==> config.mk <==
export PLATFORM = sky130hd
export DESIGN_NAME = control_multiciclo
export DESIGN_NICKNAME = d
export VERILOG_FILES = /design/src/rtl/control_multiciclo.sv
export SDC_FILE = /design/constraint.sdc
export NUM_CORES = 1
export LEC_CHECK = 0
export ABC_AREA = 1
export BUFFER_PORTS_ARGS = -buffer_cell sky130_fd_sc_hd__buf_2
export CORE_MARGIN = 5
export CORE_UTILIZATION = 57
export CTS_BUF_LIST = sky130_fd_sc_hd__clkbuf_4 sky130_fd_sc_hd__clkbuf_8
export DETAILED_ROUTE_END_ITERATION = 10
export PLACE_DENSITY = 0.95
export SLEW_MARGIN = 15
export SYNTH_ARGS = -nofsm -noshare
export SYNTH_HDL_FRONTEND = slang
export SYNTH_SLANG_ARGS = --single-unit
export TNS_END_PERCENT = 50
==> constraint.sdc <==
create_clock -name clk -period 3.3 [get_ports clk]
set_input_delay 0.165 -clock clk [delete_from_list [all_inputs] [get_ports clk]]
set_output_delay 0.165 -clock clk [all_outputs]
set_load 0.01 [all_outputs]
==> src/rtl/control_multiciclo.sv <==
// rtl/control_multiciclo.sv - multicycle MIPS-style control FSM
// Moore outputs are registered alongside the state; only ir_write/pc_write in FETCH are qualified by mem_ready.
module control_multiciclo #(
   parameter int USE_MEM_READY = 1
) (
   input  logic       clk,
   input  logic       rst,
   input  logic [5:0] opcode,
   input  logic       mem_ready,
   output logic       pc_write,
   output logic       pc_write_cond,
   output logic       i_or_d,
   output logic       mem_read,
   output logic       mem_write,
   output logic       ir_write,
   output logic       mem_to_reg,
   output logic       reg_dst,
   output logic       reg_write,
   output logic       alu_src_a,
   output logic [1:0] alu_src_b,
   output logic [1:0] alu_op,
   output logic [1:0] pc_source,
   output logic [3:0] estado
);

   localparam logic [5:0] OP_R    = 6'b000000;
   localparam logic [5:0] OP_LW   = 6'b100011;
   localparam logic [5:0] OP_SW   = 6'b101011;
   localparam logic [5:0] OP_BEQ  = 6'b000100;
   localparam logic [5:0] OP_ADDI = 6'b001000;
   localparam logic [5:0] OP_J    = 6'b000010;

   typedef enum logic [3:0] {
      S_FETCH   = 4'd0,
      S_DECODE  = 4'd1,
      S_MEMADR  = 4'd2,
      S_MEMRD   = 4'd3,
      S_MEMWB   = 4'd4,
      S_MEMWR   = 4'd5,
      S_EXEC    = 4'd6,
      S_ALUWB   = 4'd7,
      S_BRANCH  = 4'd8,
      S_ADDIEX  = 4'd9,
      S_ADDIWB  = 4'd10,
      S_JUMP    = 4'd11,
      S_ILLEGAL = 4'd12
   } state_t;

   typedef struct packed {
      logic       pc_write;
      logic       pc_write_cond;
      logic       i_or_d;
      logic       mem_read;
      logic       mem_write;
      logic       mem_to_reg;
      logic       reg_dst;
      logic       reg_write;
      logic       alu_src_a;
      logic [1:0] alu_src_b;
      logic [1:0] alu_op;
      logic [1:0] pc_source;
   } ctrl_t;

   state_t state_q, state_d;
   ctrl_t  ctrl_q;
   logic   mem_rdy;
   logic   fetch_go;

   assign mem_rdy = (USE_MEM_READY == 0) ? 1'b1 : mem_ready;

   // FETCH's pc_write is mem_ready-qualified, so it is not part of the registered word
   function automatic ctrl_t state_ctrl(input state_t s);
      ctrl_t c;
      c = '0;
      case (s)
         S_FETCH:  begin c.mem_read = 1'b1; c.alu_src_b = 2'b01; end
         S_DECODE: c.alu_src_b = 2'b11;
         S_MEMADR, S_ADDIEX: begin c.alu_src_a = 1'b1; c.alu_src_b = 2'b10; end
         S_MEMRD:  begin c.i_or_d = 1'b1; c.mem_read = 1'b1; end
         S_MEMWB:  begin c.mem_to_reg = 1'b1; c.reg_write = 1'b1; end
         S_MEMWR:  begin c.i_or_d = 1'b1; c.mem_write = 1'b1; end
         S_EXEC:   begin c.alu_src_a = 1'b1; c.alu_op = 2'b10; end
         S_ALUWB:  begin c.reg_dst = 1'b1; c.reg_write = 1'b1; end
         S_BRANCH: begin
            c.alu_src_a     = 1'b1;
            c.alu_op        = 2'b01;
            c.pc_source     = 2'b01;
            c.pc_write_cond = 1'b1;
         end
         S_ADDIWB: c.reg_write = 1'b1;
         S_JUMP:   begin c.pc_source = 2'b10; c.pc_write = 1'b1; end
         default:  c = '0;
      endcase
      return c;
   endfunction

   always_comb begin
      state_d = state_q;
      case (state_q)
         S_FETCH:  if (mem_rdy) state_d = S_DECODE;
         S_DECODE: begin
            case (opcode)
               OP_LW, OP_SW: state_d = S_MEMADR;
               OP_R:         state_d = S_EXEC;
               OP_BEQ:       state_d = S_BRANCH;
               OP_ADDI:      state_d = S_ADDIEX;
               OP_J:         state_d = S_JUMP;
               default:      state_d = S_ILLEGAL;
            endcase
         end
         S_MEMADR: state_d = (opcode == OP_SW) ? S_MEMWR : S_MEMRD;
         S_MEMRD:  if (mem_rdy) state_d = S_MEMWB;
         S_MEMWR:  if (mem_rdy) state_d = S_FETCH;
         S_EXEC:   state_d = S_ALUWB;
         S_ADDIEX: state_d = S_ADDIWB;
         S_MEMWB, S_ALUWB, S_BRANCH, S_ADDIWB, S_JUMP: state_d = S_FETCH;
         S_ILLEGAL: state_d = S_ILLEGAL;
         default:  state_d = S_FETCH;
      endcase
   end

   always_ff @(posedge clk) begin
      if (rst) begin
         state_q <= S_FETCH;
         ctrl_q  <= state_ctrl(S_FETCH);
      end else begin
         state_q <= state_d;
         ctrl_q  <= state_ctrl(state_d);
      end
   end

   assign fetch_go = (state_q == S_FETCH) & mem_rdy;

   // Reset masks every output immediately, including the cycle before the first edge
   assign pc_write      = ~rst & (ctrl_q.pc_write | fetch_go);
   assign ir_write      = ~rst & fetch_go;
   assign pc_write_cond = ~rst & ctrl_q.pc_write_cond;
   assign i_or_d        = ~rst & ctrl_q.i_or_d;
   assign mem_read      = ~rst & ctrl_q.mem_read;
   assign mem_write     = ~rst & ctrl_q.mem_write;
   assign mem_to_reg    = ~rst & ctrl_q.mem_to_reg;
   assign reg_dst       = ~rst & ctrl_q.reg_dst;
   assign reg_write     = ~rst & ctrl_q.reg_write;
   assign alu_src_a     = ~rst & ctrl_q.alu_src_a;
   assign alu_src_b     = rst ? 2'b00 : ctrl_q.alu_src_b;
   assign alu_op        = rst ? 2'b00 : ctrl_q.alu_op;
   assign pc_source     = rst ? 2'b00 : ctrl_q.pc_source;
   assign estado        = rst ? 4'd0 : state_q;

endmodule
Word-level counts from Yosys, hierarchy flattened
Index checks and enable logic that the tools add are counted.
{"block": "totals", "ramBits": 0, "latchBits": 0, "mem_bits_ro": 0, "memories": 0, "regBits": 19, "in_bits": 9}
{"block": "op_classes", "addsub": 0, "magnitude_cmp": 0, "reduce_logical": 9, "bitwise": 13, "mux": 22, "shifts": 0, "eq_ne": 23, "multipliers": 0, "div": 0}
{"cell": "$pmux 4 s8", "count": 1}
{"cell": "$eq 4x3->1 const B", "count": 6}
{"cell": "$eq 4x4->1 const B", "count": 6}
{"cell": "$pmux 4 s5", "count": 1}
{"cell": "$eq 4x2->1 const B", "count": 4}
{"cell": "$mux 4", "count": 4}
{"cell": "$eq 6x6->1 const B", "count": 2}
{"cell": "$and 1x1->1", "count": 11}
{"cell": "$mux 1", "count": 9}
{"cell": "$eq 4x1->1 const B", "count": 2}
{"cell": "$logic_not 4->1", "count": 2}
{"cell": "$pmux 2 s2", "count": 2}
{"cell": "$reduce_or 2->1", "count": 4}
{"cell": "$eq 6x2->1 const B", "count": 1}
{"cell": "$eq 6x3->1 const B", "count": 1}
{"cell": "$eq 6x4->1 const B", "count": 1}
{"cell": "$logic_not 6->1", "count": 1}
{"cell": "$mux 2", "count": 3}
{"cell": "$pmux 2 s3", "count": 1}
{"cell": "$reduce_or 4->1", "count": 1}
{"cell": "$mux 3", "count": 1}
{"cell": "$reduce_or 3->1", "count": 1}
{"cell": "$not 1->1", "count": 1}
{"cell": "$or 1x1->1", "count": 1}

Depth between registers and ports, before layout
{"block": "depth", "ltp_word": 7, "ltp_mapped": 11, "mapped_depth_nobuf": 11}

Worst setup path before layout
OpenSTA, ideal clock, no wires.
{"block": "synth_path", "path_kind": "register to register", "start": "register state_q[3]", "end": "register ctrl_q[11] in the netlist's numbering", "setup_slack_ns": 2.064, "path_stages_with_launch": 10, "arrival_ns": 1.124, "synth_period_minus_slack_ns": 1.236, "setup_time_ns": 0.112, "t_required_ns": 3.188, "path_cell_list": "dfxtp_1 -> nor2_2 -> nand3_1 -> nand2_1 -> nor2_1 -> nand2_1 -> nor2_2 -> nand3_1 -> nand2_1 -> nor2_1"}
{"block": "synth_between", "elab_chain_len": 5, "word_cells_on_any_way": 16}
{"element": "start: declaration", "line": "64", "text": "state_t state_q, state_d;"}
{"element": "start signal: assignment", "line": "127", "text": "state_q <= state_d;"}
{"element": "$eq 4x4->1, or another cell as far along", "line": "99", "text": "case (state_q)"}
{"element": "$pmux 4 s8 *", "line": "99"}
{"element": "$eq 4x2->1 / $logic_not 4->1 (equally long branches)", "line": "75", "text": "case (s)"}
{"element": "$reduce_or 2->1 (no line) *"}
{"element": "$mux 1 *", "line": "75"}
{"element": "end signal: assignment", "line": "125", "text": "ctrl_q <= state_ctrl(S_FETCH);"}
{"element": "end signal: assignment", "line": "128", "text": "ctrl_q <= state_ctrl(state_d);"}
{"element": "end: declaration", "line": "65", "text": "ctrl_t ctrl_q;"}
Every way passes the cells marked *; elsewhere a longest branch is shown, timed or not.
A chain may end at the register's enable or synchronous reset.

Worst setup path in the final report
{"block": "layout_path", "start": "register state_q[3]", "end": "output port pc_write"}
{"block": "layout_between", "elab_chain_len": 4}
{"element": "$logic_not 4->1", "line": "132", "text": "assign fetch_go = (state_q == S_FETCH) & mem_rdy;"}
{"element": "$and 1x1->1", "line": "132"}
{"element": "$or 1x1->1", "line": "135", "text": "assign pc_write = ~rst & (ctrl_q.pc_write | fetch_go);"}
{"element": "$and 1x1->1", "line": "135"}
{"element": "end: declaration", "line": "10", "text": "output logic pc_write,"}
No other way between the ends.

==> summary.md <==
| Metric | Value |
|---|---|
| Status | `complete, no violations` |
| Post-Layout Cell Count | `226` |
| Share of the clock period used by the worst path | `48.0%` |
| Ys Warns | `0` |
| Synth-to-Final Area Change | `18.4%` |
| Drc violations | `0` |
| Post-synth top area share | `35.1%` |
| Crit path required time | `3130 ps` |
| GRT Resource Usage Total | `19.9%` |
| CP startpoint kind | `flop` |
| Placed instance count | `222` |
| EDFF count, synth | `0` |
| Sequential power share | `47.9%` |
| Worst path slowest cell | `dfxtp_1` |
| GPL Wtd Cong | `0.993` |
| Cell area after synthesis | `1030 µm²` |
| Fin Setup TNS | `0 ps` |
| Crit path DAT | `1420 ps` |
| Grt total ovfl | `0` |
| Pins Over Slew Limit | `0` |
| CTS Buf Count | `3` |
| Share of layout cells above drive strength 1 | `24.9%` |
| Post-synth net total | `182` |
| NumNets Final | `211` |
| Max_cap viols | `0` |
| Clock skew | `5.06 ps` |
| Clock Sink Count | `18` |
| Post-cts resize count | `0` |
| Post-DP HPWL | `1860 µm` |
| Core ar. | `1730 µm²` |
| Clk pin slew, worst setup/hold paths | `110 ps` |
| Min-delay worst type | `input port to flop` |
| DR WL/cell | `10.8 µm` |
| Die X | `52.5 µm` |
| Main flop type after synthesis | `dfxtp_1` |
| Clk buf depth | `2` |
| Synth Register Bits | `18` |
| H-tree depth | `1` |
| Crit Path Class | `flop to output port` |
| Fillers | `157` |
| CP Cell Sequence | `nor2_2 -> nand3_1 -> o21ai_0 -> buf_2` |
| Post-synthesis instance total | `173` |
| Crit. End Element | `output port` |
| Vias in the first global route | `1,031` |
| Final hold viol count | `0` |
| Vias per cell | `5.00` |
| CTS tree | `built` |
| Max_slew headroom | `73.6%` |
| Most common cell in the netlist | `nor2_1` |
| Combinational share of power | `23.7%` |
| Power density over the cells | `412 nW/µm²` |
| Largest net degree at the start of global routing | `24` |
| Worst Tran Pin Value | `395 ps` |
| Lkg Pwr | `0.000739 µW` |
| RSZ-0062 raised after global routing | `false` |
| Io pins | `29` |
| Die Y | `52.5 µm` |
| Slowest Stage Delay on Critical Path | `380 ps` |
| Starting Density | `59.5%` |
| Violation count after the first detailed-routing iteration | `49` |
| NetSw | `163 µW` |
| Die Area | `2750 µm²` |
| Fmax | `632 MHz` |
| P_int | `338 µW` |
| First-pass GRT wire length | `4190 µm` |
| Final setup viols | `0` |
| Period minus WS final | `1580 ps` |
| Synth cell types | `16` |
| VDD IR max | `0.265 mV` |
| Critical path peak fanout | `5` |
| Port Buffers | `28` |
| Post-CTS setup-driven buffer insertion count | `0` |
| Antenna Cells | `0` |
| Core Rows | `15` |
| Detailed Route WL | `2450 µm` |
| Post-CTS Hold Fix Bufs | `0` |
| DR pass1 iterations | `6` |
| Part of the power in the clock network | `28.5%` |
| Post-synth top cells | `nor2_1 (42), inv_1 (34), nand2_1 (33)` |
| Area contributors post-synth | `dfxtp_1 (35%), nor2_1 (15%), inv_1 (12%), nand2_1 (12%), nand3_1 (9.3%)` |
| DR vias | `1,129` |
| Register area share after synthesis | `35.1%` |
| Area leader, netlist | `dfxtp_1` |
| Clk_lat worst skew | `300 ps` |
| Initial antenna violation count | `0` |
| Switching part of the total | `32.5%` |
| Root buf cell | `clkbuf_4` |
| Routed Antenna Nets | `0` |
| Syn_area_per_cell | `5.94 µm²` |
| Share of synthesized flip-flops with an asynchronous set or reset | `0%` |
[cell usage in the layout, fill, tap and decap left out, types with 2 or more instances in the layout]
| cell | count |
|---|---|
| nand3_1 | 19 |
| nand3_2 | 2 |
| buf_2 | 28 |
| inv_1 | 34 |
| nand2_2 | 3 |
| nor2_1 | 42 |
| dfxtp_1 | 18 |
| nand2_1 | 33 |
| clkbuf_4 | 3 |
| nor2_2 | 8 |
| o21ai_0 | 2 |
| a21oi_1 | 2 |
| inv_2 | 3 |
[critical path, delay by kind of cell (launching register included)]
family / cells / cell delay [ps]
AOI/OAI and AO/OA: 1 / 160
DFF: 1 / 380
buffers and inverters: 1 / 150
and+or+nand+nor: 2 / 430
[per-stage QoR]
stage	worst slack [ps]	instance area, µm²	hold slack (ps)	util (%)	power, µW
2_1_floorplan	2060	1030	249	-	326
3_3_place_gp	1900	1180	510	68.3	355
3_5_place_dp	1850	1180	520	68.3	360
4_1_cts	1760	1220	201	70.4	497
5_1_grt	1620	1220	213	70.4	528
6_report	1720	1220	202	70.4	501
[worst paths after layout]
| path | start | to | slack, ps | cells after the start |
|---|---|---|---|---|
| hold / removal | mem_ready | ctrl_q[9] | 200 | 3 |
| hold reg to reg | state_q[0] | ctrl_q[9] | 660 | 4 |
| setup / recovery | state_q[3] | pc_write | 1720 | 4 |
| setup reg to reg | state_q[3] | ctrl_q[11] | 1760 | 9 |
[sequential cells by signal, summed over array words and instances (netlist names)]
| register | count |
|---|---|
| state_q | 4 |
| ctrl_q | 14 |
[routing by layer]
| layer | share of wire, % | vias up | global-route usage (%) |
|---|---|---|---|
| li1 | - | 567 | - |
| met1 | 39 | 481 | 23.0 |
| met2 | 48 | 69 | 35.3 |
| met3 | 10 | 12 | 3.99 |
| met4 | 2.9 | 0 | 7.66 |
| met5 | 0 | - | 0 |
[kinds of logic after synthesis]
logic type | share of synthesized area (%)
buffers and inverters | 15.3
DFF | 35.1
and+or+nand+nor | 45.9
AOI/OAI and AO/OA | 3.65
[final cells by class]
class / instances / area (µm²) / area share, %
multi-input combinational: 114 / 509 / 41.9
clock buffer: 4 / 36.3 / 2.98
tap: 25 / 31.3 / 2.57
sequential: 18 / 360 / 29.6
inverter: 37 / 139 / 11.4
timing repair buffer: 28 / 140 / 11.5
[power by group through the flow]
stage	registers, µW	clock network [µW]	logic, µW
after global routing	242	153	134
after global placement	244	0	111
after CTS	240	141	116
after detailed placement	245	0	115
after floorplan	243	0	82.7
final	240	143	119
No activity file was read; power rests on OpenSTA's default activity.
